--- config.mk ---
export PLATFORM = sky130hd
export DESIGN_NAME = data_mem_uart_dump
export DESIGN_NICKNAME = d
export VERILOG_FILES = /design/src/rtl/data_mem_uart_dump.sv
export SDC_FILE = /design/constraint.sdc
export NUM_CORES = 2
export LEC_CHECK = 0
export CAP_MARGIN = 25
export CORE_ASPECT_RATIO = 1.4
export CORE_MARGIN = 1
export CORE_UTILIZATION = 45
export DETAILED_ROUTE_END_ITERATION = 8
export PLACE_DENSITY = 0.65
export SLEW_MARGIN = 10
export SYNTH_ARGS = -nofsm -noshare
export SYNTH_HDL_FRONTEND = slang
export SYNTH_SLANG_ARGS = --single-unit
--- constraint.sdc ---
create_clock -name sys_clk -period 11.18 [get_ports sys_clk]
set_clock_uncertainty 0.15 [all_clocks]
set_input_delay 2.236 -clock sys_clk [delete_from_list [all_inputs] [get_ports sys_clk]]
set_output_delay 2.236 -clock sys_clk [all_outputs]
set_load 0.03 [all_outputs]
--- src/rtl/data_mem_uart_dump.sv ---
// Byte-lane RV32 data memory (big-endian within a word) with a back-door init
// port and a UART 8N1 engine that streams a byte range of the memory on tx.
module data_mem_uart_dump #(
    parameter int ADDR_W   = 5,
    parameter int CLK_FREQ = 50000000,
    parameter int UART_BPS = 115200
) (
    input  logic              sys_clk,
    input  logic              sys_arst,
    input  logic [7:0]        ctrl,
    input  logic [31:0]       addr,
    input  logic [31:0]       data_in,
    output logic [31:0]       data_out,
    output logic              misalign,
    input  logic              init_en,
    input  logic [ADDR_W-1:0] init_addr,
    input  logic [31:0]       init_data,
    input  logic              dump_start,
    input  logic [ADDR_W-1:0] dump_base,
    input  logic [ADDR_W:0]   dump_len,
    output logic              dump_busy,
    output logic              dump_done,
    output logic              tx
);

    localparam int DEPTH   = 2**ADDR_W;
    localparam int BIT_CYC = CLK_FREQ / UART_BPS;
    localparam int CYC_W   = (BIT_CYC > 2) ? $clog2(BIT_CYC) : 1;

    localparam logic [2:0] F_B  = 3'b000;
    localparam logic [2:0] F_H  = 3'b001;
    localparam logic [2:0] F_W  = 3'b010;
    localparam logic [2:0] F_BU = 3'b100;
    localparam logic [2:0] F_HU = 3'b101;

    typedef enum logic [1:0] {IDLE, FETCH, SEND, FIN} state_t;

    logic [7:0] mem [DEPTH];

    logic [ADDR_W-1:0] a;
    logic              ld_en, st_en, ld_mis, st_mis, st_we;
    logic [2:0]        ld_f, st_f;
    logic [31:0]       rd_word;
    logic [31:0]       ld_data_p1;
    logic              misalign_p1;
    logic              unused_bits;

    function automatic logic is_misaligned(input logic [2:0] f, input logic [1:0] off);
        case (f)
            F_H, F_HU: is_misaligned = off[0];
            F_W:       is_misaligned = (off != 2'b00);
            default:   is_misaligned = 1'b0;
        endcase
    endfunction

    function automatic logic store_supported(input logic [2:0] f);
        store_supported = (f == F_B) || (f == F_H) || (f == F_W);
    endfunction

    function automatic logic [31:0] load_extend(input logic [2:0] f, input logic [31:0] w,
                                                input logic [1:0] off);
        logic [7:0]  b;
        logic [15:0] h;
        case (off)
            2'd0:    b = w[31:24];
            2'd1:    b = w[23:16];
            2'd2:    b = w[15:8];
            default: b = w[7:0];
        endcase
        h = off[1] ? w[15:0] : w[31:16];
        case (f)
            F_B:     load_extend = 32'(signed'(b));
            F_H:     load_extend = 32'(signed'(h));
            F_W:     load_extend = w;
            F_BU:    load_extend = {24'd0, b};
            F_HU:    load_extend = {16'd0, h};
            default: load_extend = 32'd0;
        endcase
    endfunction

    assign unused_bits = ^{addr[31:ADDR_W], init_addr[1:0]};

    assign a      = addr[ADDR_W-1:0];
    assign ld_en  = ctrl[7];
    assign ld_f   = ctrl[6:4];
    assign st_en  = ctrl[3] & ~ctrl[7];
    assign st_f   = ctrl[2:0];
    assign ld_mis = is_misaligned(ld_f, a[1:0]);
    assign st_mis = is_misaligned(st_f, a[1:0]);
    assign st_we  = st_en & ~init_en & ~st_mis & store_supported(st_f);

    assign rd_word = {mem[{a[ADDR_W-1:2], 2'd0}], mem[{a[ADDR_W-1:2], 2'd1}],
                      mem[{a[ADDR_W-1:2], 2'd2}], mem[{a[ADDR_W-1:2], 2'd3}]};

    // Write port: back-door init has priority over core stores
    always_ff @(posedge sys_clk or posedge sys_arst) begin
        if (sys_arst) begin
            for (int i = 0; i < DEPTH; i++) mem[i] <= 8'd0;
        end else if (init_en) begin
            mem[{init_addr[ADDR_W-1:2], 2'd0}] <= init_data[31:24];
            mem[{init_addr[ADDR_W-1:2], 2'd1}] <= init_data[23:16];
            mem[{init_addr[ADDR_W-1:2], 2'd2}] <= init_data[15:8];
            mem[{init_addr[ADDR_W-1:2], 2'd3}] <= init_data[7:0];
        end else if (st_we) begin
            case (st_f)
                F_B: mem[a] <= data_in[7:0];
                F_H: begin
                    mem[{a[ADDR_W-1:1], 1'b0}] <= data_in[15:8];
                    mem[{a[ADDR_W-1:1], 1'b1}] <= data_in[7:0];
                end
                default: begin
                    mem[{a[ADDR_W-1:2], 2'd0}] <= data_in[31:24];
                    mem[{a[ADDR_W-1:2], 2'd1}] <= data_in[23:16];
                    mem[{a[ADDR_W-1:2], 2'd2}] <= data_in[15:8];
                    mem[{a[ADDR_W-1:2], 2'd3}] <= data_in[7:0];
                end
            endcase
        end
    end

    // Load stage p1: registered result, zero when no valid load preceded
    always_ff @(posedge sys_clk or posedge sys_arst) begin
        if (sys_arst) begin
            ld_data_p1  <= 32'd0;
            misalign_p1 <= 1'b0;
        end else begin
            ld_data_p1  <= (ld_en && !ld_mis) ? load_extend(ld_f, rd_word, a[1:0]) : 32'd0;
            misalign_p1 <= ld_en ? ld_mis : (st_en & st_mis);
        end
    end

    assign data_out = ld_data_p1;
    assign misalign = misalign_p1;

    state_t            state, state_n;
    logic [ADDR_W-1:0] ptr;
    logic [ADDR_W:0]   rem;
    logic [7:0]        shreg;
    logic [CYC_W-1:0]  cyc;
    logic [3:0]        bit_idx;
    logic              bit_end, frame_end;

    assign bit_end   = (cyc == CYC_W'(BIT_CYC - 1));
    assign frame_end = bit_end && (bit_idx == 4'd9);

    always_ff @(posedge sys_clk or posedge sys_arst) begin
        if (sys_arst) state <= IDLE;
        else          state <= state_n;
    end

    always_comb begin
        state_n = state;
        case (state)
            IDLE:    if (dump_start) state_n = (dump_len == '0) ? FIN : FETCH;
            FETCH:   state_n = SEND;
            SEND:    if (frame_end) state_n = (rem == (ADDR_W+1)'(1)) ? FIN : FETCH;
            default: state_n = IDLE;
        endcase
    end

    // Dump datapath: pointer, remaining count, shift register and bit timing
    always_ff @(posedge sys_clk or posedge sys_arst) begin
        if (sys_arst) begin
            ptr     <= '0;
            rem     <= '0;
            shreg   <= 8'd0;
            cyc     <= '0;
            bit_idx <= 4'd0;
        end else begin
            case (state)
                IDLE: if (dump_start) begin
                    ptr <= dump_base;
                    rem <= dump_len;
                end
                FETCH: begin
                    shreg   <= mem[ptr];
                    cyc     <= '0;
                    bit_idx <= 4'd0;
                end
                SEND: begin
                    if (bit_end) begin
                        cyc <= '0;
                        if (bit_idx == 4'd9) begin
                            bit_idx <= 4'd0;
                            ptr     <= ptr + 1'b1;
                            rem     <= rem - 1'b1;
                        end else begin
                            bit_idx <= bit_idx + 4'd1;
                        end
                    end else begin
                        cyc <= cyc + 1'b1;
                    end
                end
                default: ;
            endcase
        end
    end

    always_comb begin
        tx = 1'b1;
        if (state == SEND) begin
            case (bit_idx)
                4'd0:    tx = 1'b0;
                4'd9:    tx = 1'b1;
                default: tx = shreg[3'(bit_idx - 4'd1)];
            endcase
        end
    end

    assign dump_busy = (state == FETCH) || (state == SEND);
    assign dump_done = (state == FIN);

endmodule

==> results.md <==
- Final nets: 3368
- Worst skew pair latency: 0.59 ns
- Post-route setup TNS: 0 ns
- Peak supply drop: 197 µV
- Crit path capture type: flip-flop
- Leakage: 11.4 nW
- Hold-fix buffer count after cts: 0
- Initial antenna violation count: 18
- Combinational power share: 0.375
- Die Area: 64400 µm²
- Synthesized instance count: 3387
- Max H-tree Level: 2
- Clk pwr share: 0.263
- Mapped Area: 28500 µm²
- Num CTS Buffers: 41
- Input/output buffers: 130
- Worst EP required: 11.56 ns
- First-pass GRT wire length: 224000 µm
- TritonCTS clock tree: done
- Clk root buf: clkbuf_16
- Final setup violation count: 0
- Tmin final: 5.84 ns
- WL met2: 65800 µm
- Area Overhead vs Synth: 9.64%
- Max_cap viols: 0
- Initial Util: 0.458
- Rel. slew slack: 0.233
- Max-slew violation count: 0
- DR WL met3: 22400 µm
- Fraction of registers with async set/reset: 1.00
- Resized Gates After CTS: 0
- Clock Sinks: 323
- Post-route design area: 31300 µm²
- Length of routed wiring on met1: 53000 µm
- Layout Cells excl Fill: 4094
- Final wirelength: 159000 µm
- Post-synthesis sequential area ratio: 0.283
- Post-synthesis register bit count: 323
- Pin count of the biggest net entering global routing: 135
- Critical path type: primary input to flip-flop
- Pre-antenna DRT Iters: 9
- Avg WL per Cell: 38.8 µm
- P_int: 3.14 mW
- Post-Syn Area per Cell: 8.42 µm²
- Total track usage: 0.483
- EDFF count, synth: 0
- Worst hold slack: 0.361 ns
- Hold/Removal Path Class: flip-flop to flip-flop
- Unrepaired setup endpoints after global routing: false
- Starting DRC count in detailed routing: 5657
- IO Count: 160
- DP HPWL: 102000 µm
- CTS max path bufs: 3
- Worst EP arrival: 6.22 ns
- Core Area: 62300 µm²
- Vias per cell: 7.86
- Cells after DPL: 4003
- Post-DP Area: 29700 µm²
- Failing checks: design-rule violations
- Synth cell types: 90
- Fmax: 171 MHz
- Mapped Nets: 3523
- # DRC: 34
- Crit share post-route: 0.523
- Antenna-violating nets left: 0
- Seq pwr share: 0.361
- Util after Layout: 0.502
- # Post-CTS Setup Buffers: 0
- Top sig layer: met5
- Crit Path Max Fanout: 127
- Clock Pin Slew Worst Setup and Hold Paths: 0.06 ns
- Tot Pwr: 5.51 mW
- Chip height: 300 µm
- Status: finished with violations
- Setup WS pre-CTS: 5.03 ns
- Vias in the first global route: 30000
- Ys Warns: 0
- Startpoint types: primary input
- Site Rows: 108
- GPL Wtd Cong: 1.05
- Worst-margin pin slew: 1.15 ns
- GR Overflow Total: 0
- Final Worst Setup Slack: 5.34 ns
- Share of cells above drive strength 1: 0.142
- Die W: 215 µm
- Psw: 2.37 mW
- Final Hold Viols: 0
- PwrDens: 176 nW/µm²
- Switching share of power: 0.431
- Routed vias: 32200
- Top_reg_cell synth: dfrtp_1
power by group through the flow:
stage / clock (mW) / combinational, mW / sequential (mW)
floorplan: 0 / 1.39 / 1.63
global placement: 0 / 1.88 / 1.93
detailed placement: 0 / 1.93 / 1.95
CTS: 1.45 / 1.94 / 1.93
global route: 1.49 / 2.15 / 1.98
finish: 1.45 / 2.07 / 1.99
placed cells by master (no fill, tap or decap), types with 9 or more instances in the layout:
cell type,synthesis,layout
o21ai_1,20,20
inv_1,28,27
nand2_1,228,228
o22ai_1,70,70
buf_2,80,18
a221oi_1,87,87
clkbuf_8,0,10
o21a_1,15,15
a221o_1,21,21
a22oi_1,38,38
dfrtp_1,323,321
o21ai_0,350,350
mux2_2,120,120
a21o_1,20,20
nor3_1,57,57
mux4_2,87,87
a31oi_1,102,102
nand2b_1,12,11
a2111oi_0,65,65
and2_1,37,37
o22a_1,21,21
buf_4,39,93
a22o_1,121,121
and3_1,9,9
nor2_1,174,170
nor4_1,9,9
o211ai_1,38,38
nor2b_1,18,16
o2bb2ai_1,72,72
mux2i_1,148,148
ha_1,12,12
a21boi_0,28,28
a21oi_1,276,276
clkdlybuf4s50_1,0,110
nand3_1,217,217
clkbuf_16,0,42
cell usage after synthesis, types with 21 or more instances:
library cell	number	area [µm²]
buf_2	80	400
inv_1	28	105
a221oi_1	87	762
mux2i_1	148	1480
o2bb2ai_1	72	631
a31oi_1	102	638
clkbuf_1	262	983
nand2_1	228	856
mux4_2	87	1960
a2111oi_0	65	569
nand3_1	217	1090
o21ai_0	350	1750
a21oi_1	276	1380
o22a_1	21	184
a221o_1	21	210
a22o_1	121	1060
and2_1	37	231
nor3_1	57	285
buf_4	39	293
mux2_2	120	1350
nor2_1	174	653
o211ai_1	38	285
dfrtp_1	323	8080
o22ai_1	70	438
a21boi_0	28	210
buf_1	34	128
a22oi_1	38	285
sequential cells by signal, summed over array words and instances, names as in the netlist:
signal	flops
mem	256
shreg	8
bit_idx	4
rem	6
state	2
cyc	9
data_out	32
ptr	5
misalign	1
logic make-up (layout without fill, tap and decap cells):
group	after synthesis	in the layout	synth area share
compound gates	1389	1389	0.323
simple gates	842	842	0.145
buf+inv	459	333	0.0725
mux	358	358	0.169
flops	323	323	0.283
fa+ha+maj	12	12	0.00527
xor+xnor	4	4	0.00123
other cells	0	8	0
critical path: stages:
cell,delay (ns)
buf_8,0.23
buf_4,0.52
inv_4,0.49
buf_4,0.59
buf_4,0.88
o21ai_0,0.36
o21ai_4,0.23
a221o_1,0.20
routing by layer:
layer,global-route usage,vias to the layer above
met2,0.699,2961
met1,0.569,15600
met3,0.165,837
li1,-,12700
met4,0.428,10
met5,0,-
cell type report:
type / count / area, µm²
fill: 5861 / 31000
multi-input combinational: 2605 / 18500
sequential: 323 / 8090
timing repair buffer: 230 / 2040
clock buffer: 56 / 1200
tap: 825 / 1030
clock inverter: 16 / 206
inverter: 31 / 123
antenna: 8 / 20.0
final timing paths:
| kind | start | endpoint | slack, ns | cells past startpoint |
|---|---|---|---|---|
| worst min register to register | shreg[6] | shreg[6] | 0.36 | 1 |
| min in group asynchronous | sys_arst | cyc[3] | 1.94 | 2 |
| worst max register to register | ptr[0] | shreg[6] | 7.30 | 5 |
| worst min-delay path | shreg[6] | shreg[6] | 0.36 | 1 |
| max in group asynchronous | sys_arst | mem[17] | 6.73 | 4 |
| worst max-delay path | init_en | mem[230] | 5.34 | 8 |
(Power assumes the default switching activity.)
